File: src/rtl/mux_arb_n_pkg.sv
// Shared constants and helpers for the N-channel registered mux/arbiter.
// Mode encodings are reused by the control unit.
package mux_arb_n_pkg;

    localparam logic MUX_MODE_FIXED = 1'b0;
    localparam logic MUX_MODE_RR    = 1'b1;

    // Channel-index width: at least one bit even for N == 2.
    function automatic int sel_width(input int n);
        return (n <= 2) ? 1 : $clog2(n);
    endfunction

endpackage

File: src/rtl/mux_arb_n_if.sv
// Handshake bundle between N producers, the mux/arbiter and one consumer.
// The slave modport is the arbiter's view; master is the environment's.
interface mux_arb_n_if
    import mux_arb_n_pkg::*;
#(
    parameter int N     = 4,
    parameter int WIDTH = 32
);

    localparam int SELW = sel_width(N);

    logic                 mode;
    logic [SELW-1:0]      sel;
    logic [N*WIDTH-1:0]   in_data;
    logic [N-1:0]         in_valid;
    logic [N-1:0]         in_ready;
    logic [WIDTH-1:0]     out_data;
    logic [SELW-1:0]      out_chan;
    logic                 out_valid;
    logic                 out_ready;

    modport master (
        output mode, sel, in_data, in_valid, out_ready,
        input  in_ready, out_data, out_chan, out_valid
    );

    modport slave (
        input  mode, sel, in_data, in_valid, out_ready,
        output in_ready, out_data, out_chan, out_valid
    );

endinterface

File: src/rtl/mux_arb_n_rr_pick.sv
// Rotating-priority picker: first set req bit at or after ptr, wrapping.
// Purely combinational; ptr is assumed to be below N.
module rr_pick
    import mux_arb_n_pkg::*;
#(
    parameter int N    = 4,
    parameter int SELW = sel_width(N)
) (
    input  logic [N-1:0]    req,
    input  logic [SELW-1:0] ptr,
    output logic [SELW-1:0] gnt_idx,
    output logic            any
);

    int idx;

    // Walk offsets from farthest to nearest so the nearest hit wins.
    always_comb begin
        gnt_idx = '0;
        any     = |req;
        idx     = 0;
        for (int i = N - 1; i >= 0; i--) begin
            idx = int'(ptr) + i;
            if (idx >= N) idx = idx - N;
            if (req[idx]) gnt_idx = SELW'(idx);
        end
    end

endmodule

File: src/rtl/mux_arb_n.sv
// N-channel registered mux with fixed-select and round-robin modes.
// Single-entry output register gives one-cycle latency at full rate.
module mux_arb_n
    import mux_arb_n_pkg::*;
#(
    parameter int N     = 4,
    parameter int WIDTH = 32
) (
    input  logic        clk,
    input  logic        reset,
    mux_arb_n_if.slave  bus
);

    localparam int SELW = sel_width(N);
    localparam int PADW = 1 << SELW;

    logic [SELW-1:0]  rr_ptr;
    logic [SELW-1:0]  pick_idx;
    logic [SELW-1:0]  grant;
    logic             pick_any;
    logic             any;
    logic             free;
    logic             xfer;
    logic [PADW-1:0]  valid_pad;
    logic [N-1:0]     ready;

    logic             q_valid;
    logic [WIDTH-1:0] q_data;
    logic [SELW-1:0]  q_chan;

    // Zero padding makes any sel >= N see an idle channel.
    assign valid_pad = PADW'(bus.in_valid);

    rr_pick #(
        .N    (N),
        .SELW (SELW)
    ) u_pick (
        .req     (bus.in_valid),
        .ptr     (rr_ptr),
        .gnt_idx (pick_idx),
        .any     (pick_any)
    );

    always_comb begin
        free = !q_valid || bus.out_ready;
        if (bus.mode == MUX_MODE_RR) begin
            grant = pick_idx;
            any   = pick_any;
        end else begin
            grant = bus.sel;
            any   = valid_pad[bus.sel];
        end
        xfer  = free && any;
        ready = xfer ? (N'(1) << grant) : '0;
    end

    assign bus.in_ready  = ready;
    assign bus.out_valid = q_valid;
    assign bus.out_data  = q_data;
    assign bus.out_chan  = q_chan;

    always_ff @(posedge clk or negedge reset) begin
        if (!reset) begin
            q_valid <= 1'b0;
            q_data  <= '0;
            q_chan  <= '0;
            rr_ptr  <= '0;
        end else if (free) begin
            q_valid <= xfer;
            if (xfer) begin
                q_data <= bus.in_data[int'(grant)*WIDTH +: WIDTH];
                q_chan <= grant;
                if (bus.mode == MUX_MODE_RR) begin
                    rr_ptr <= (grant == SELW'(N - 1)) ? '0
                                                      : grant + 1'b1;
                end
            end
        end
    end

endmodule

File: src/flat_wrapper.sv
// flat-port wrapper written by rule: the top's interface ports become plain ports
module mux_arb_n_flat import mux_arb_n_pkg::*;
#(
    parameter int N     = 4,
    parameter int WIDTH = 32
)
  (clk, reset, bus_mode, bus_sel, bus_in_data, bus_in_valid, bus_out_ready, bus_in_ready, bus_out_data, bus_out_chan, bus_out_valid);
  mux_arb_n_if #(.N(N), .WIDTH(WIDTH)) bus_i ();
  input  logic clk;
  input  logic reset;
  input wire logic [$bits(bus_i.mode)-1:0] bus_mode;
  input wire logic [$bits(bus_i.sel)-1:0] bus_sel;
  input wire logic [$bits(bus_i.in_data)-1:0] bus_in_data;
  input wire logic [$bits(bus_i.in_valid)-1:0] bus_in_valid;
  input wire logic [$bits(bus_i.out_ready)-1:0] bus_out_ready;
  output wire logic [$bits(bus_i.in_ready)-1:0] bus_in_ready;
  output wire logic [$bits(bus_i.out_data)-1:0] bus_out_data;
  output wire logic [$bits(bus_i.out_chan)-1:0] bus_out_chan;
  output wire logic [$bits(bus_i.out_valid)-1:0] bus_out_valid;
  assign bus_i.mode = bus_mode;
  assign bus_i.sel = bus_sel;
  assign bus_i.in_data = bus_in_data;
  assign bus_i.in_valid = bus_in_valid;
  assign bus_i.out_ready = bus_out_ready;
  assign bus_in_ready = bus_i.in_ready;
  assign bus_out_data = bus_i.out_data;
  assign bus_out_chan = bus_i.out_chan;
  assign bus_out_valid = bus_i.out_valid;
  mux_arb_n #(.N(N), .WIDTH(WIDTH)) u_core (.clk(clk), .reset(reset), .bus(bus_i));
endmodule
File: config.mk
export PLATFORM = sky130hd
export DESIGN_NAME = mux_arb_n_flat
export DESIGN_NICKNAME = d
export VERILOG_FILES = /design/src/rtl/mux_arb_n_pkg.sv /design/src/rtl/mux_arb_n_if.sv /design/src/rtl/mux_arb_n_rr_pick.sv /design/src/rtl/mux_arb_n.sv /design/src/flat_wrapper.sv
export SDC_FILE = /design/constraint.sdc
export NUM_CORES = 1
export LEC_CHECK = 0
export ABC_AREA = 1
export BUFFER_PORTS_ARGS = -buffer_cell sky130_fd_sc_hd__buf_2
export CAP_MARGIN = 0
export CORE_MARGIN = 2
export CORE_UTILIZATION = 30
export CTS_CLUSTER_DIAMETER = 80
export DETAILED_ROUTE_END_ITERATION = 10
export GPL_ROUTABILITY_DRIVEN = 0
export GPL_TIMING_DRIVEN = 0
export PLACE_DENSITY = 0.66
export SKIP_LAST_GASP = 1
export SLEW_MARGIN = 20
export SYNTH_ARGS = -nofsm -noshare
export SYNTH_HDL_FRONTEND = slang
export SYNTH_HIERARCHICAL = 1
export SYNTH_SLANG_ARGS = --single-unit
File: constraint.sdc
create_clock -name clk -period 5.9 [get_ports clk]
set_input_delay 0.885 -clock clk [delete_from_list [all_inputs] [get_ports clk]]
set_output_delay 0.885 -clock clk [all_outputs]
set_load 0.01 [all_outputs]
== After elaboration in Yosys (flattened, before gate mapping) ==
Cells that the tools add are included.

* Register bits after elaboration: 37
* Input port bits: 138

* $add $sub $neg: 8
* Order comparisons: 9
* Equal/unequal tests: 1
* Shift operators: 2
* Mux-type cells: 26
* Reduce and logical (&&, ||, !) cells: 6

{| class="wikitable"
|+ Operators with widths
! kind !! number
|-
| $lt A32 B4 Y1 const B || 4
|-
| $mux W32 || 4
|-
| $shiftx A128 B8 Y32 || 1
|-
| $mux W2 || 6
|-
| $sub A3 B3 Y4 const B || 3
|-
| $bmux W1 S2 || 5
|-
| $mux W1 || 10
|-
| $ge A3 B3 Y1 const B || 3
|-
| $add A2 B2 Y3 const B || 2
|-
| $mux W4 || 1
|-
| $reduce_or A4 Y1 || 1
|-
| $shl A1 B2 Y4 const A || 1
|-
| $sub A2 B3 Y4 const B || 1
|-
| $add A2 B1 Y3 const B || 1
|-
| $ge A2 B3 Y1 const B || 1
|-
| $lt A2 B3 Y1 const B || 1
|-
| $reduce_and A3 Y1 || 1
|-
| $add A2 B1 Y2 const B || 1
|-
| $eq A2 B2 Y1 const B || 1
|-
| $reduce_and A2 Y1 || 1
|-
| $logic_and A1 B1 Y1 || 1
|-
| $logic_not A1 Y1 || 1
|-
| $logic_or A1 B1 Y1 || 1
|}

== Depth between registers and ports, before layout ==
Gate-level depths: netlist (run 1).

* Word-level depth: 13
* Gate-level depth with buffers: 19

== Cells and area by module ==
Netlist (run 1), hierarchy kept.

{| class="wikitable"
|+ Modules (own cells, without submodules)
! module !! instances !! cells an instance !! area an instance (um2) !! seq. area each (um2)
|-
| mux_arb_n || 1 || 568 || 3,239.4 || 925.9
|-
| rr_pick || 1 || 46 || 188.9 || 0.0
|}

== Worst setup path after synthesis (run 1) ==
No wires, ideal clock.

* Path kind: input port to output port
* Start: input port bus_in_valid[3]
* End: output port bus_in_ready[3]
* Arrival: 2.254 ns
* Slack: 2.761 ns
* Stages: 13
* Cell sequence: inv_1 -> nand2_1 -> nand3_1 -> nand2_1 -> inv_1 -> nand3_1 -> nand2_1 -> nand2_1 -> o21ai_1 -> buf_2 -> ha_1 -> inv_1 -> nor2_1

* Cells in the longest elaborated chain, start to end: 10
* Elaborated cells between the ends (all ways): 24

{| class="wikitable"
|+ Ends and longest elaborated chain
! item !! RTL line !! source
|-
| from (decl) || flat_wrapper.sv:14 || <nowiki>input wire logic [$bits(bus_i.in_valid)-1:0] bus_in_valid;</nowiki>
|-
| $bmux W1 S2 || mux_arb_n_rr_pick.sv:25 || <nowiki>if (req[idx]) gnt_idx = SELW'(idx);</nowiki>
|-
| $mux W1 (implied by the code) (2 in series) || mux_arb_n_rr_pick.sv:25 ||
|-
| $mux W2 (3 in series) || mux_arb_n_rr_pick.sv:25 ||
|-
| $mux W2 * || mux_arb_n_rr_pick.sv:25 ||
|-
| named net u_core.pick_idx[1] || mux_arb_n.sv:18 || <nowiki>logic [SELW-1:0] pick_idx;</nowiki>
|-
| $mux W2 * || mux_arb_n.sv:46 || <nowiki>if (bus.mode == MUX_MODE_RR) begin</nowiki>
|-
| named net u_core.grant[1] || mux_arb_n.sv:19 || <nowiki>logic [SELW-1:0] grant;</nowiki>
|-
| $shl A1 B2 Y4 * || mux_arb_n.sv:54 || <nowiki>ready = xfer ? (N'(1) << grant) : '0;</nowiki>
|-
| $mux W4 * || mux_arb_n.sv:54 ||
|-
| to (decl) || flat_wrapper.sv:16 || <nowiki>output wire logic [$bits(bus_i.in_ready)-1:0] bus_in_ready;</nowiki>
|}

The timed path passes the listed nets; every way through them passes the cells marked *. The select of a mux whose other input is x is not followed.

== Worst setup path after layout (run 1) ==
* Start: input port bus_in_valid[1]
* End: output port bus_in_ready[3]

Same word-level chain as after synthesis.

==> reports/results.md, run 1 <==
| Stage | Parameter | This run |
| --- | --- | --- |
| outcome | Outcome | complete, no violations |
| finish | Final instance area | 0.00466 mm2 |
| clocking | CTS clock-pin slew for the worst setup and hold paths | 0.06 ns |
| timing | Largest clock skew in the final design | 0.00221 ns |
| timing | Min Hold Slack | 0.465 ns |
| timing | Final hold viol count | 0 |
| timing | Max-slew violation count | 0 |
| power and ir drop | Design internal power | 996 uW |
| global routing | Residual overflow from global routing | 0 |
| power and ir drop | NetSw | 880 uW |
| power and ir drop | Net Sw Frac | 0.469 |
| logic synthesis | Top cells by count, synth | 204 x sky130_fd_sc_hd__nand2_1, 174 x sky130_fd_sc_hd__nand3_1, 143 x sky130_fd_sc_hd__inv_1 |
| power and ir drop | LEAKAGE | 0.00314 uW |
| logic synthesis | Flip-flop and latch count after synthesis | 37 |
| timing | Final worst path period share | 0.619 |
| floorplan | Width of the die | 111 um |
| clocking | CTS tree | built |
| clocking | Hold buffer count at CTS | 0 |
| finish | Area growth from synthesis to layout | 35.9% |
| critical path | Signal arrival time at the worst endpoint | 2.77 ns |
| clocking | Resized cells post-CTS | 0 |
| power and ir drop | Part of the power in registers | 0.236 |
| critical path | Number of cells traversed by the worst register-to-register path | 16 |
| critical path | Origin of the worst setup path | bus_in_valid[1] |
| global routing | Largest net degree at the start of global routing | 38 |
| critical path | Reg-to-reg slack, setup | 3.31 ns |
| clocking | Number of setup buffers added after CTS | 0 |
| place | Placed inst area | 0.00449 mm2 |
| clocking | Cell chosen for the clock root | sky130_fd_sc_hd__clkbuf_16 |
| logic synthesis | Ranking of synthesized cells by area | sky130_fd_sc_hd__dfrtp_1 27%, sky130_fd_sc_hd__nand3_1 25%, sky130_fd_sc_hd__nand2_1 22% |
| logic synthesis | Proportion of synthesized chip area in sequential cells | 0.270 |
| logic synthesis | Count of different cell masters after synthesis | 18 |
| critical path | Sort of element at the start of the critical path | primary input |
| clocking | Number of sinks driven by the clock tree | 37 |
| logic synthesis | Share of the synthesized area in the top cell type | 0.270 |
| critical path | Critical R2R Launch | u_core/rr_ptr[0] |
| timing | Relative slew margins | 0.420 |
| logic synthesis | Most used flip-flop cell after synthesis | sky130_fd_sc_hd__dfrtp_1 |
| logic synthesis | Post-synthesis instance area | 0.00343 mm2 |
| logic synthesis | Synthesis Warnings | 6 |
| floorplan | Vertical die dimension | 111 um |
| logic synthesis | Number of synthesized flops with an enable pin | 0 |
| route | Vias post-DR | 4263 |
| route | Routed wire length per instance | 12.7 um |
| clocking | Longest Clk Path Bufs | 2 |
| finish | Number of diodes | 0 |
| floorplan | Starting density of the core | 0.304 |
| global routing | Global-route wire length before repair | 19700 um |
| route | Starting DRC count in detailed routing | 192 |
| logic synthesis | FFs w/ async S/R, synth | 1.00 |
| critical path | Class of the most critical setup path | in2out |
| logic synthesis | Largest area contributor in the netlist | sky130_fd_sc_hd__dfrtp_1 |
| global routing | Total global-route track usage | 0.197 |
| critical path | Highest fanout seen on the critical path | 11 |
| floorplan | Die area | 0.0123 mm2 |
| logic synthesis | Most common cell in the synthesized netlist | sky130_fd_sc_hd__nand2_1 |
| logic synthesis | Number of nets produced by synthesis | 756 |
| timing | Final critical delay including setup and external delays | 3.65 ns |
| place | Count of input and output buffers | 176 |
| route | Final routed DRC violation total | 0 |
| finish | Fraction of layout cells with a size suffix above 1 | 0.269 |
| place | DP HPWL | 9010 um |
| power and ir drop | Portion of total power attributed to combinational logic | 0.597 |
| min path | Hold crit path type | reg2reg |
| route | Remaining antenna violation count | 0 |
| critical path | Worst setup path endpoint | bus_in_ready[3] |
| floorplan | Core Area | 0.0113 mm2 |
| timing | Max Fclk | 274 MHz |
| route | Detail-routed via count per cell | 4.53 |
| floorplan | Standard-cell rows | 39 |
| power and ir drop | Pwr dens | 403 mW/mm2 |
| route | Number of detailed-route iterations in the first pass | 4 |
| clocking | Clock latency reported for the late side of the worst-skew pair | 0.28 ns |
| timing | Transition time of the tightest slew-check pin | 0.870 ns |
| timing | RSZ-0062 raised after global routing | false |
| critical path | Sort of element at the end of the critical path | primary output |
| finish | Number of nets in the finished design | 939 |
| run | Reported max-cap violation count | 0 |
| route | Post-detailed-routing wire length | 11900 um |
| global routing | Initial antenna violation count | 0 |
| power and ir drop | Maximum vdd drop | 156 uV |
| clocking | H-tree levels | 2 |
| logic synthesis | Post-synthesis average cell area | 5.58 um2 |
| global routing | Number of global-route vias before repair | 4074 |
| critical path | Worst reg2reg endpoint | u_core/rr_ptr[1] |
| logic synthesis | Synth Instances | 614 |
| timing | Final-layout setup total negative slack | 0 ns |
| timing | Setup violations, final | 0 |
| clocking | Clock buffers created by TritonCTS | 5 |
| power and ir drop | Portion of total power attributed to the clock network | 0.167 |
| floorplan | Number of top-level design ports | 177 |
| critical path | Endpoint required time on the critical path | 5.02 ns |
==> logic make-up after synthesis <==
family,share of synthesized area
multiplexers,0.00328
adder cells (fa/ha/maj),0.0146
buffers and inverters,0.216
AO/OA/AOI/OAI,0.00766
flip-flops,0.270
AND/OR/NAND/NOR,0.488
==> metal layers <==
metal / routed length (um) / part of all wire / GRT usage / vias to the layer above
met1: 5360 / 0.45 / 0.259 / 1878
met5: 0 / 0 / 0 / -
met4: 183 / 0.015 / 0.0567 / 0
li1: - / - / - / 2218
met2: 5540 / 0.46 / 0.334 / 157
met3: 844 / 0.071 / 0.0306 / 10
==> per-stage QoR <==
step                setup WS (ns)  total power, uW   util  std cells
global route                 1.97             2070  0.413        941
finish                       2.25             1880  0.413        941
detailed placement           2.24             1580  0.398        933
floorplan                    2.76             1180      -        614
global placement             2.24             1560  0.398        933
CTS                          2.23             1900  0.413        941
==> cell usage in the layout, fill, tap and decap left out, types with 2 or more instances in the layout <==
cell / Yosys / final
sky130_fd_sc_hd__nand2_1: 204 / 204
sky130_fd_sc_hd__buf_2: 22 / 198
sky130_fd_sc_hd__nand3_1: 174 / 174
sky130_fd_sc_hd__inv_1: 143 / 143
sky130_fd_sc_hd__dfrtp_1: 37 / 37
sky130_fd_sc_hd__clkbuf_1: 8 / 9
sky130_fd_sc_hd__clkbuf_16: 0 / 5
sky130_fd_sc_hd__nor2_1: 5 / 5
sky130_fd_sc_hd__buf_6: 4 / 4
sky130_fd_sc_hd__ha_1: 4 / 4
sky130_fd_sc_hd__buf_1: 3 / 3
sky130_fd_sc_hd__inv_2: 2 / 2
sky130_fd_sc_hd__nand2_2: 2 / 2
==> worst min path at each step <==
stage / end / depth (start not counted) / slack (ns) / start
after floorplan: u_core/bus.out_chan[0] / 2 / 0.51 / u_core/bus.out_chan[0]
after global placement: u_core/bus.out_data[26] / 2 / 0.45 / u_core/bus.out_data[26]
after detailed placement: u_core/bus.out_data[24] / 2 / 0.46 / u_core/bus.out_data[24]
after CTS: u_core/bus.out_data[24] / 2 / 0.47 / u_core/bus.out_data[24]
after global routing: u_core/bus.out_data[11] / 2 / 0.49 / u_core/bus.out_data[11]
final: u_core/bus.out_data[24] / 2 / 0.47 / u_core/bus.out_data[24]
==> layout make-up <==
type	instances	area (um2)
Fill cell	1279	6610
Multi-Input combinational cell	395	1760
Sequential cell	37	926
Timing Repair Buffer	176	881
Inverter	145	544
Buffer	37	196
Tap cell	143	179
Clock buffer	7	143
Clock inverter	1	30.0
==> flip-flops by register name (all words and copies together), names as in the netlist <==
register and cells:
u_core/bus.out_data 32, u_core/bus.out_chan 2, u_core/rr_ptr 2, u_core/bus.out_valid 1
==> worst max-delay path, cell delays in order <==
cell	delay [ns]
sky130_fd_sc_hd__buf_2	0.11
sky130_fd_sc_hd__inv_1	0.08
sky130_fd_sc_hd__nand2_1	0.08
sky130_fd_sc_hd__nand3_1	0.13
sky130_fd_sc_hd__nand2_1	0.06
sky130_fd_sc_hd__nand3_1	0.06
sky130_fd_sc_hd__nand3_1	0.06
sky130_fd_sc_hd__nand2_1	0.09
sky130_fd_sc_hd__nand2_1	0.06
sky130_fd_sc_hd__o21ai_1	0.30
sky130_fd_sc_hd__buf_2	0.36
sky130_fd_sc_hd__ha_1	0.22
sky130_fd_sc_hd__inv_1	0.04
sky130_fd_sc_hd__nor2_1	0.08
sky130_fd_sc_hd__buf_2	0.14
==> power groups by stage <==
stage / clock [uW] / sequential [uW] / combinational [uW]
after global routing: 332 / 459 / 1280
after CTS: 322 / 444 / 1130
after detailed placement: 0 / 445 / 1130
after global placement: 0 / 444 / 1120
after floorplan: 0 / 490 / 688
final: 313 / 444 / 1120
(Power assumes the default switching activity.)
==> inputs of run 2 (changes only) <==
--- a/config.mk
+++ b/config.mk
@@ -5,7 +5,7 @@
 export SDC_FILE = /design/constraint.sdc
 export NUM_CORES = 1
 export LEC_CHECK = 0
-export ABC_AREA = 1
+export ABC_AREA = 0
 export BUFFER_PORTS_ARGS = -buffer_cell sky130_fd_sc_hd__buf_2
 export CAP_MARGIN = 0
 export CORE_MARGIN = 2
@@ -14,7 +14,7 @@
 export DETAILED_ROUTE_END_ITERATION = 10
 export GPL_ROUTABILITY_DRIVEN = 0
 export GPL_TIMING_DRIVEN = 0
-export PLACE_DENSITY = 0.66
+export PLACE_DENSITY = 0.72
 export SKIP_LAST_GASP = 1
 export SLEW_MARGIN = 20
 export SYNTH_ARGS = -nofsm -noshare
==> constraint.sdc (replaced) <==
create_clock -name clk -period 3.1 [get_ports clk]
set_input_delay 0.465 -clock clk [delete_from_list [all_inputs] [get_ports clk]]
set_output_delay 0.465 -clock clk [all_outputs]
set_load 0.01 [all_outputs]
==> reports/results.md, run 2 <==
| Stage | Parameter | This run | vs previous |
| --- | --- | --- | --- |
| outcome | Outcome | complete, no violations |  |
| power and ir drop | Design internal power | 1510 uW | +52% |
| critical path | Critical path's slowest cell | sky130_fd_sc_hd__dfrtp_1 |  |
| power and ir drop | Part of the power in registers | 0.336 | +0.100 |
| route | Routed wire length per instance | 14.5 um | +14% |
| timing | Final critical delay including setup and external delays | 2.91 ns |  |
| logic synthesis | Number of synthesized flops with an enable pin | 0 | unchanged |
| clocking | CTS tree | built |  |
| clocking | Cell chosen for the clock root | sky130_fd_sc_hd__clkbuf_8 |  |
| power and ir drop | NetSw | 871 uW | -1.1% |
| critical path | Reg-to-reg slack, setup | 0.71 ns | -2.60 ns |
| route | Remaining antenna violation count | 0 | unchanged |
| floorplan | Width of the die | 97.9 um | -12% |
| clocking | Number of sinks driven by the clock tree | 37 | unchanged |
| clocking | Clock latency reported for the late side of the worst-skew pair | 0.28 ns | about the same |
| global routing | Residual overflow from global routing | 0 | unchanged |
| clocking | Number of setup buffers added after CTS | 0 | unchanged |
| finish | Number of nets in the finished design | 540 | -42% |
| finish | Top library cells by usage in the layout, fill and taps aside | 183 x sky130_fd_sc_hd__buf_2, 97 x sky130_fd_sc_hd__mux2i_1, 37 x sky130_fd_sc_hd__dfrtp_1 |  |
| route | Post-detailed-routing wire length | 7360 um | -38% |
| timing | Largest clock skew in the final design | 0.00437 ns | +0.00216 ns |
| min path | Hold crit path type | in2async |  |
| power and ir drop | Pwr dens | 634 mW/mm2 | +57% |
| critical path | Highest fanout seen on the critical path | 11 | unchanged |
| power and ir drop | Portion of total power attributed to the clock network | 0.136 | -0.031 |
| critical path | Signal arrival time at the worst endpoint | 2.44 ns | -0.33 ns |
| logic synthesis | Most used flip-flop cell after synthesis | sky130_fd_sc_hd__dfrtp_1 |  |
| clocking | H-tree levels | 2 | unchanged |
| floorplan | Number of top-level design ports | 177 | unchanged |
| critical path | Class of the most critical setup path | reg2out |  |
| route | Number of detailed-route iterations in the first pass | 4 | unchanged |
| logic synthesis | Top cells by count, synth | 98 x sky130_fd_sc_hd__mux2i_1, 37 x sky130_fd_sc_hd__dfrtp_1, 31 x sky130_fd_sc_hd__mux2_2 |  |
| timing | Transition time of the tightest slew-check pin | 0.851 ns | -0.0187 ns |
| critical path | Sort of element at the end of the critical path | primary output |  |
| power and ir drop | Portion of total power attributed to combinational logic | 0.528 | -0.069 |
| power and ir drop | LEAKAGE | 0.00207 uW | -34% |
| finish | Utilization of the core after routing | 0.435 | +0.0218 |
| critical path | Endpoint required time on the critical path | 2.63 ns | -2.39 ns |
| timing | Min Hold Slack | 0.283 ns | -0.182 ns |
| logic synthesis | Number of nets produced by synthesis | 357 | -53% |
| critical path | Number of cells traversed by the worst register-to-register path | 10 | -6 |
| floorplan | Vertical die dimension | 97.9 um | -12% |
| logic synthesis | FFs w/ async S/R, synth | 1.00 | unchanged |
| run | Reported max-cap violation count | 0 | unchanged |
| timing | Final worst path period share | 0.938 |  |
| logic synthesis | Largest area contributor in the netlist | sky130_fd_sc_hd__mux2i_1 |  |
| route | Starting DRC count in detailed routing | 26 | -86% |
| power and ir drop | Net Sw Frac | 0.366 | -0.104 |
| logic synthesis | Ranking of synthesized cells by area | sky130_fd_sc_hd__mux2i_1 37%, sky130_fd_sc_hd__dfrtp_1 35%, sky130_fd_sc_hd__mux2_2 13% |  |
| timing | Relative slew margins | 0.432 | +0.0124 |
| floorplan | Starting density of the core | 0.306 | +0.00215 |
| critical path | Worst path cell trace | nor3b_1, a211oi_1, nor2_1, mux2i_2, inv_2, buf_2, buf_4, ha_1, and2_1, buf_2 |  |
| global routing | Initial antenna violation count | 0 | unchanged |
| floorplan | Core Area | 0.00864 mm2 | -23% |
| place | Worst slack, placed | 0.0496 ns | -2.19 ns |
| critical path | Sort of element at the start of the critical path | flop |  |
| global routing | Total global-route track usage | 0.152 | -0.0450 |
| logic synthesis | Proportion of synthesized chip area in sequential cells | 0.350 | +0.0800 |
| logic synthesis | Synth Instances | 215 | -65% |
| floorplan | Die area | 0.00958 mm2 | -22% |
| timing | Final hold viol count | 0 | unchanged |
| logic synthesis | Synthesis Warnings | 6 | unchanged |
| finish | Leading cell type in the layout, fill and taps excluded | sky130_fd_sc_hd__buf_2 |  |
| timing | Max-slew violation count | 0 | unchanged |
| timing | Max Fclk | 344 MHz |  |
| global routing | Number of global-route vias before repair | 2448 | -40% |
| timing | RSZ-0062 raised after global routing | false |  |
| global routing | Largest net degree at the start of global routing | 38 | unchanged |
| power and ir drop | Total power | 2380 uW | +27% |
| floorplan | Standard-cell rows | 34 | -13% |
| global routing | Global-route wire length before repair | 11800 um | -40% |
| logic synthesis | Flip-flop and latch count after synthesis | 37 | unchanged |
| route | Final routed DRC violation total | 0 | unchanged |
| finish | Number of diodes | 0 | unchanged |
| finish | Max reg flops | 32 | unchanged |
| place | DP HPWL | 5880 um | -35% |
| clocking | CTS clock-pin slew for the worst setup and hold paths | 0.07 ns | about the same |
| power and ir drop | Maximum vdd drop | 262 uV | +68% |
| place | Count of input and output buffers | 176 | unchanged |
| critical path | Critical path's largest stage delay | 0.42 ns | +0.06 ns |
| timing | Final-layout setup total negative slack | 0 ns | unchanged |
| logic synthesis | Post-synthesis instance area | 0.00265 mm2 | -23% |
| route | Detail-routed via count per cell | 4.69 | +3.4% |
| finish | Area growth from synthesis to layout | 42.1% |  |
| clocking | Clock buffers created by TritonCTS | 5 | unchanged |
| finish | Fraction of layout cells with a size suffix above 1 | 0.596 | +0.327 |
| clocking | Longest Clk Path Bufs | 2 | unchanged |
| route | Vias post-DR | 2376 | -44% |
| logic synthesis | Count of different cell masters after synthesis | 22 | +4 |
| logic synthesis | Most common cell in the synthesized netlist | sky130_fd_sc_hd__mux2i_1 |  |
| logic synthesis | Post-synthesis average cell area | 12.3 um2 | +120% |
| critical path | Dominant cell type by count on the critical path | sky130_fd_sc_hd__buf_2 |  |
| timing | Setup violations, final | 0 | unchanged |
| logic synthesis | Share of the synthesized area in the top cell type | 0.371 | +0.101 |
| timing | Final setup margin | 0.193 ns | -2.05 ns |
==> run 2: metrics by stage <==
step / std cells / instance area, um2
floorplan: 215 / 2650
global placement: 499 / 3660
detailed placement: 499 / 3660
CTS: 507 / 3750
global route: 507 / 3760
finish: 507 / 3760
==> run 2: path summary, 6_finish.rpt <==
kind                                    startpoint                 endpoint
max in group asynchronous                    reset  u_core/bus.out_data[12]
min in group clk                     bus_out_ready     u_core/bus.out_valid
min reg2reg                u_core/bus.out_data[22]  u_core/bus.out_data[22]
min                                          reset   u_core/bus.out_data[0]
max                               u_core/rr_ptr[0]          bus_in_ready[3]
max reg2reg                       u_core/rr_ptr[1]  u_core/bus.out_data[14]
==> run 2: area by class of cell <==
cell class | count | area [um2]
inverter | 3 | 11.3
clock inverter | 2 | 10.0
tap | 108 | 135
timing repair buffer | 176 | 881
buffer | 14 | 95.1
multi-input combinational | 161 | 1630
clock buffer | 6 | 72.6
fill | 841 | 4880
sequential | 37 | 926
==> run 2: repair_timing <==
item,4_1_cts,5_1_grt
hold buffers,0,0
setup endpoints to repair,3,2
resized for setup,1,3
==> run 2: worst max-delay path: cells and delay by family, from the launching register on <==
kind | cells | cell delay (ns)
buffers and inverters | 4 | 0.66
AND/OR/NAND/NOR | 3 | 0.37
adder cells (fa/ha/maj) | 1 | 0.21
multiplexers | 1 | 0.27
AO/OA/AOI/OAI | 1 | 0.22
flip-flops | 1 | 0.42
==> run 2: power by group through the flow <==
stage / clock (uW) / combinational (uW) / sequential (uW)
detailed placement: 0 / 1280 / 807
global route: 364 / 1370 / 833
global placement: 0 / 1250 / 803
CTS: 345 / 1280 / 802
floorplan: 0 / 719 / 900
finish: 324 / 1260 / 801
==> run 2: cell families (layout without fill, tap and decap cells) <==
group | Yosys count | in the layout | synth area share
compound gates | 4 | 4 | 0.0128
fa+ha+maj | 4 | 4 | 0.0189
buf+inv | 17 | 201 | 0.0393
flops | 37 | 37 | 0.350
mux | 136 | 136 | 0.545
simple gates | 17 | 17 | 0.0341
==> run 2: layer usage <==
metal,track usage,part of all wire
met1,0.170,0.39
met2,0.289,0.52
met3,0.0394,0.088
met4,0.0288,0.0043
met5,0,0
